==> config.mk <==
export PLATFORM = sky130hd
export DESIGN_NAME = mod_updown_counter
export DESIGN_NICKNAME = d
export VERILOG_FILES = /design/src/rtl/mod_updown_counter_pkg.sv /design/src/rtl/mod_updown_counter_clk_prescaler.sv /design/src/rtl/mod_updown_counter.sv
export SDC_FILE = /design/constraint.sdc
export NUM_CORES = 1
export LEC_CHECK = 0
export ABC_AREA = 1
export BUFFER_PORTS_ARGS = -buffer_cell sky130_fd_sc_hd__buf_2
export CORE_AREA = 3 3 40 42
export DETAILED_ROUTE_END_ITERATION = 6
export DIE_AREA = 0 0 43 45
export SLEW_MARGIN = 20
export SYNTH_ARGS = -nofsm -noshare
export SYNTH_HDL_FRONTEND = slang
export SYNTH_SLANG_ARGS = --single-unit
==> constraint.sdc <==
create_clock -name CLK -period 2.1 [get_ports CLK]
set_input_delay 0.315 -clock CLK [delete_from_list [all_inputs] [get_ports CLK]]
set_output_delay 0.315 -clock CLK [all_outputs]
set_load 0.1 [all_outputs]
==> src/rtl/mod_updown_counter_pkg.sv <==
// Shared definitions for the modulo-N up/down counter and its prescaler:
// mode and direction encodings plus a helper for sizing the prescaler.
package mod_updown_counter_pkg;

  // Counting behaviour when the terminal value is reached
  typedef enum logic {
    MODE_WRAP    = 1'b0,
    MODE_ONESHOT = 1'b1
  } countMode_e;

  // Counting direction as seen on the 'up' input
  typedef enum logic {
    DIR_DOWN = 1'b0,
    DIR_UP   = 1'b1
  } countDir_e;

  // Width of a counter holding 0..p-1, never narrower than one bit so a
  // divide-by-one prescaler still has a legal register declaration.
  function automatic int prescWidth(input int p);
    if (p <= 2) begin
      return 1;
    end
    return $clog2(p);
  endfunction

endpackage

==> src/rtl/mod_updown_counter_clk_prescaler.sv <==
// Enable divider for the counter: produces a tick on every PRESCALE-th
// enabled cycle. The phase survives enable dropping and is only cleared by
// reset or an explicit clear (used by the counter's load strobe).
module clk_prescaler
  import mod_updown_counter_pkg::*;
#(
  parameter int PRESCALE = 1
) (
  input  logic CLK,
  input  logic reset,
  input  logic enable,
  input  logic clear,
  output logic tick
);

  generate
    if (PRESCALE <= 1) begin : gNoDivide
      // Divide-by-one keeps no state, so the clock, reset and clear have
      // nothing to act on; fold them into one deliberately unused net.
      logic unusedInputs;
      assign unusedInputs = ^{CLK, reset, clear};
      assign tick = enable;
    end else begin : gDivide
      localparam int PrescW = prescWidth(PRESCALE);
      localparam logic [PrescW-1:0] PrescLast = PrescW'(PRESCALE - 1);

      logic [PrescW-1:0] prescQ;
      logic [PrescW-1:0] prescD;

      // Next phase: clear wins, otherwise advance modulo PRESCALE while enabled
      always_comb begin
        prescD = prescQ;
        if (clear) begin
          prescD = '0;
        end else if (enable) begin
          if (prescQ == PrescLast) begin
            prescD = '0;
          end else begin
            prescD = prescQ + 1'b1;
          end
        end
      end

      // Phase register with synchronous active-low reset
      always_ff @(posedge CLK) begin
        if (!reset) begin
          prescQ <= '0;
        end else begin
          prescQ <= prescD;
        end
      end

      assign tick = enable & (prescQ == PrescLast);
    end
  endgenerate

endmodule

==> src/rtl/mod_updown_counter.sv <==
// Modulo-N up/down counter with synchronous load, wrap or one-shot mode,
// built-in prescaler, registered overflow/underflow pulses and a
// combinational terminal-count output for cascading counters.
module mod_updown_counter
  import mod_updown_counter_pkg::*;
#(
  parameter int BITS     = 4,
  parameter int MODULUS  = 16,
  parameter int PRESCALE = 1
) (
  input  logic            CLK,
  input  logic            reset,
  input  logic            enable,
  input  logic            up,
  input  logic            mode,
  input  logic            load,
  input  logic [BITS-1:0] load_value,
  output logic [BITS-1:0] count,
  output logic            overflow,
  output logic            underflow,
  output logic            done,
  output logic            tc
);

  generate
    if ((BITS < 1) || (MODULUS < 2) || (MODULUS > (2 ** BITS)) || (PRESCALE < 1)) begin : gBadParams
      $error("mod_updown_counter: illegal parameters BITS=%0d MODULUS=%0d PRESCALE=%0d",
             BITS, MODULUS, PRESCALE);
    end
  endgenerate

  localparam logic [BITS-1:0] CountMax = BITS'(MODULUS - 1);

  logic [BITS-1:0] countQ;
  logic [BITS-1:0] countD;
  logic            doneQ;
  logic            doneD;
  logic            overflowQ;
  logic            overflowD;
  logic            underflowQ;
  logic            underflowD;
  logic            stepTick;
  logic            atTop;
  logic            atBottom;

  // The prescaler only runs while counting is live; a finished one-shot
  // freezes its phase along with the count.
  clk_prescaler #(
    .PRESCALE (PRESCALE)
  ) uPrescaler (
    .CLK    (CLK),
    .reset  (reset),
    .enable (enable & ~doneQ),
    .clear  (load),
    .tick   (stepTick)
  );

  assign atTop    = (countQ == CountMax);
  assign atBottom = (countQ == '0);

  // Next-state: load beats a step; pulses default low so each lasts one cycle
  always_comb begin
    countD     = countQ;
    doneD      = doneQ;
    overflowD  = 1'b0;
    underflowD = 1'b0;
    if (load) begin
      countD = (load_value > CountMax) ? CountMax : load_value;
      doneD  = 1'b0;
    end else begin
      if (mode == MODE_WRAP) begin
        doneD = 1'b0;
      end
      if (stepTick) begin
        if (up == DIR_UP) begin
          if (!atTop) begin
            countD = countQ + 1'b1;
          end else begin
            overflowD = 1'b1;
            if (mode == MODE_WRAP) begin
              countD = '0;
            end else begin
              doneD = 1'b1;
            end
          end
        end else begin
          if (!atBottom) begin
            countD = countQ - 1'b1;
          end else begin
            underflowD = 1'b1;
            if (mode == MODE_WRAP) begin
              countD = CountMax;
            end else begin
              doneD = 1'b1;
            end
          end
        end
      end
    end
  end

  // State registers with synchronous active-low reset
  always_ff @(posedge CLK) begin
    if (!reset) begin
      countQ     <= '0;
      doneQ      <= 1'b0;
      overflowQ  <= 1'b0;
      underflowQ <= 1'b0;
    end else begin
      countQ     <= countD;
      doneQ      <= doneD;
      overflowQ  <= overflowD;
      underflowQ <= underflowD;
    end
  end

  assign count     = countQ;
  assign done      = doneQ;
  assign overflow  = overflowQ;
  assign underflow = underflowQ;

  // Carry into the next stage: this stage will roll over on the coming step
  assign tc = stepTick & ((up == DIR_UP) ? atTop : atBottom);

endmodule

* Yosys cells after proc, flatten, opt, wreduce, memory -nomap -nowiden
Cells that the tools add are included.
** Word-level totals
- Flip-flop bits (word level) :: 7
- Input bits :: 10
- Output and inout bits :: 8
- Word-level logic and storage cells :: 39
** Operators by class
- Add/subtract/negate cells :: 2
- $lt $le $gt $ge :: 1
- Equal/unequal tests :: 3
- Mux-type cells :: 17
- Bitwise logic cells :: 6
- Reductions and logical operators :: 6
** Operators by type and width (number)
- $mux W4 :: 8
- $mux W1 :: 9
- $ne A4 B4 Y1 const B :: 2
- $reduce_or A4 Y1 :: 2
- $add A4 B1 Y4 const B :: 1
- $eq A4 B4 Y1 const B :: 1
- $gt A4 B4 Y1 const B :: 1
- $logic_not A4 Y1 :: 1
- $not A1 Y1 :: 4
- $sub A4 B1 Y4 const B :: 1
- $reduce_and A3 Y1 :: 1
- $and A1 B1 Y1 :: 2
- $reduce_bool A2 Y1 :: 1
- $reduce_or A2 Y1 :: 1

* Depth between registers and ports, before layout
- Depth after elaboration :: 5
- Mapped depth :: 9

* Modules after synthesis
Synthesis repeated with hierarchy kept, for this count alone.
** Second synthesis, totals
- Cells, all modules :: 87
- Area, all modules :: 501.7 µm²
** Modules (own cells, without submodules)
- mod_updown_counter :: instances 1, cells an instance 86, area each 494.2 µm², seq. area each 140.1 µm²
- clk_prescaler :: instances 1, cells an instance 1, area each 7.5 µm², seq. area each 0.0 µm²

* Worst setup path after synthesis
OpenSTA, ideal clock, no wires.
- Path kind :: reg2out
- From :: register countQ[0] (netlist: count[0])
- To :: output tc
- Arrival :: 2.998 ns
- Required time :: 1.785 ns
- Path slack :: -1.213 ns
- Stages on the path, launching flop included :: 8
- Buffers on the path :: 0
- Cells stage by stage :: dfxtp_1 -> ha_1 -> nand2_1 -> nor2_2 -> nand2_1 -> nand2_1 -> nand2_1 -> nor2_1
** Between the ends
- Cells in the longest elaborated chain, start to end :: 3
- Elaborated cells on any way between the ends :: 4
** Ends and longest elaborated chain
- start: declaration :: line mod_updown_counter.sv:34 : logic [BITS-1:0] countQ;
- start signal: assignment :: line mod_updown_counter.sv:110 : countQ <= countD;
- $eq A4 B4 Y1 or $logic_not A4 Y1 (tied branches) :: line mod_updown_counter.sv:58, mod_updown_counter.sv:59
- $mux W1 * :: line mod_updown_counter.sv:123 : assign tc = stepTick & ((up == DIR_UP) ? atTop : atBottom);
- $and A1 B1 Y1 * :: line mod_updown_counter.sv:123
- end: declaration :: line mod_updown_counter.sv:22 : output logic tc
Mark *: on every way between the ends. The rest lies on a longest branch, timed or not.

* Worst setup path in the final report
Same ends and word-level chain as after synthesis.

==> results_dict.tcl <==
set metrics [dict create \
    run_status "completed" \
    power_density_nw_per_um2 675 \
    cts_resized 0 \
    cp_data_required_time_ns 1.78 \
    max_slew_margin_pct 67.5 \
    synthFlopType "dfxtp_1" \
    reg2reg_depth 7 \
    cts_made_buffers 3 \
    final_cell_mix "32 x nand2_1, 16 x buf_2, 10 x inv_1" \
    cts-root-buf "clkbuf_4" \
    syn_inst 84 \
    drtAntennaViolNets 0 \
    vias_per_cell 4.89 \
    layout_commonest_cell "nand2_1" \
    cts_setup_buffers 0 \
    firstDrtPassIters 4 \
    wl_per_cell_um 10.6 \
    synth_cell_types 17 \
    end_kind "primary output" \
    met1_length_um 552 \
    fmax_mhz 524 \
    htreeDepth 1 \
    place_congestion 0.843 \
    holdPathStages 3 \
    ys_ff_latch 7 \
    clock_path_buffers 2 \
    worstMarginPinSlew_ns 0.491 \
    area_growth_syn_to_layout_pct 32.4 \
    drive_above_1_share_pct 34.3 \
    hold_viol 0 \
    rrSetupSlack_ns 0.71 \
    skew_ns 0.00254 \
    hpwl_um 1040 \
    crit_fanout 7 \
    die-area_um2 1940 \
    worstSkewPairLatency_ns 0.25 \
    grt_pass1_wl_um 2170 \
    min_to "count[3]" \
    swShare_pct 42.0 \
    wl_met3_um 73 \
    p_leak_uw 0.000352 \
    r2r-start "count[0]" \
    num_vias 587 \
    fin_nets 118 \
    vdd_drop_max_uv 387 \
    hold_slack_ns 0.302 \
    rr_endpoint "count[1]" \
    rows 13 \
    syn_area_um2 510 \
    p_comb_share_pct 39.6 \
    wl_um 1270 \
    ys_async_sr_fraction_pct 0 \
    portBuffers 17 \
    pin_count 18 \
    grt_start_max_net_pins 8 \
    chipHeight_um 45 \
    overflow 0 \
    cap_violations 0 \
    synth.yosys.seq_area_share_pct 27.5 \
    grt_antenna_before_repair 0 \
    period_needed_ns 1.91 \
    period_share_pct 90.9 \
    avgSynthCellArea_um2 6.08 \
    cts.sinks 7 \
    p_switching_uw 192 \
    tns_ns 0 \
    top_layer "met4" \
    clk_pin_slew_ns 0.05 \
    rsz0062_at_grt "no" \
    drc 0 \
    cp.arrival_ns 1.59 \
    hold_buffers 0 \
    synth_enable_flop_cells 0 \
    fillers 143 \
    p_int_uw 265 \
    grt_usage_pct 15.3 \
    cts_tree "done" \
    maxSlewViolCount 0 \
    critPathLaunchType "register" \
    crit_type "reg2out" \
    die_w_um 43 \
    dr.first_iter.drc_count 8 \
    clockPowerShare_pct 26.4 \
    synth_nets 96 \
    antenna_cells 0 \
    finalSetupViolCount 0 \
    grt_pass1_vias 518 \
    hp-start "reset" \
    multi_input_area_um2 335 \
    yosys_warnings 0 \
    routed-wl-met2_um 627 \
    min_path_type "in2reg" \
    pwr-share-seq_pct 34.0 \
    coreArea_um2 1280 \
    seq_area_um2 150 \
    final_core_util_pct 52.6 \
    initial_core_util_pct 39.7 \
]
[synthesized netlist by cell type, types with 3 or more instances]
master | instances | area [µm²]
nor2_1 | 4 | 15.0
dfxtp_1 | 7 | 140
nand2_1 | 32 | 120
nand4_1 | 3 | 18.8
inv_1 | 10 | 37.5
a21oi_1 | 5 | 25.0
nand3_1 | 6 | 30.0
[metal layers]
metal  global-route usage [%]  up-vias
met5                        0        -
met4                     5.42        0
met3                     7.17        2
li1                         -      313
met2                     26.3       18
met1                     16.6      254
[area by class of cell]
cell class                      count  area share [%]
Tap cell                           15            2.78
Multi-Input combinational cell     65            49.6
Clock buffer                        4            3.89
Timing Repair Buffer               17            14.8
Sequential cell                     7            22.2
Inverter                           12            6.67
[through the flow]
step                worst slack, ns  cell area, µm²  power [µW]  instances
detailed placement            0.405             647         338        116
floorplan                    0.0575             528         296         84
finish                        0.191             676         456        120
global placement              0.415             647         338        116
CTS                           0.127             673         461        120
global route                 0.0163             676         492        120
[registers in the layout (all words and copies together), names as in the netlist]
name / count
underflow: 1
overflow: 1
count: 4
done: 1
[worst max path at each step]
stage,from,to,slack [ns],cells past startpoint
CTS,count[0],tc,0.13,7
global placement,count[0],tc,0.42,7
global route,count[0],tc,0.02,7
detailed placement,count[0],tc,0.41,7
finish,count[0],tc,0.19,7
floorplan,count[2],tc,0.06,6
[cells by family (layout without fill, tap and decap cells)]
kind of cell / after synthesis / count (layout) / share of synthesized area, %
buf+inv: 12 / 33 / 8.82
flops: 7 / 7 / 27.5
simple gates: 55 / 55 / 49.5
compound gates: 8 / 8 / 9.31
fa+ha+maj: 2 / 2 / 4.90
[power by group through the flow]
stage	sequential [µW]	combinational [µW]	clock (µW)
6_report	155	181	120
5_1_grt	158	197	137
4_1_cts	155	181	125
3_5_place_dp	158	180	0
3_3_place_gp	158	180	0
2_1_floorplan	214	82.2	0
[worst max-delay path: stages, from the launching register on]
cell     delay (ns)
dfxtp_4        0.36
inv_1          0.10
ha_2           0.22
nand4_1        0.15
nand2_1        0.10
nand2_1        0.10
nor2_4         0.14
buf_12         0.18
No activity file was read; power rests on OpenSTA's default activity.
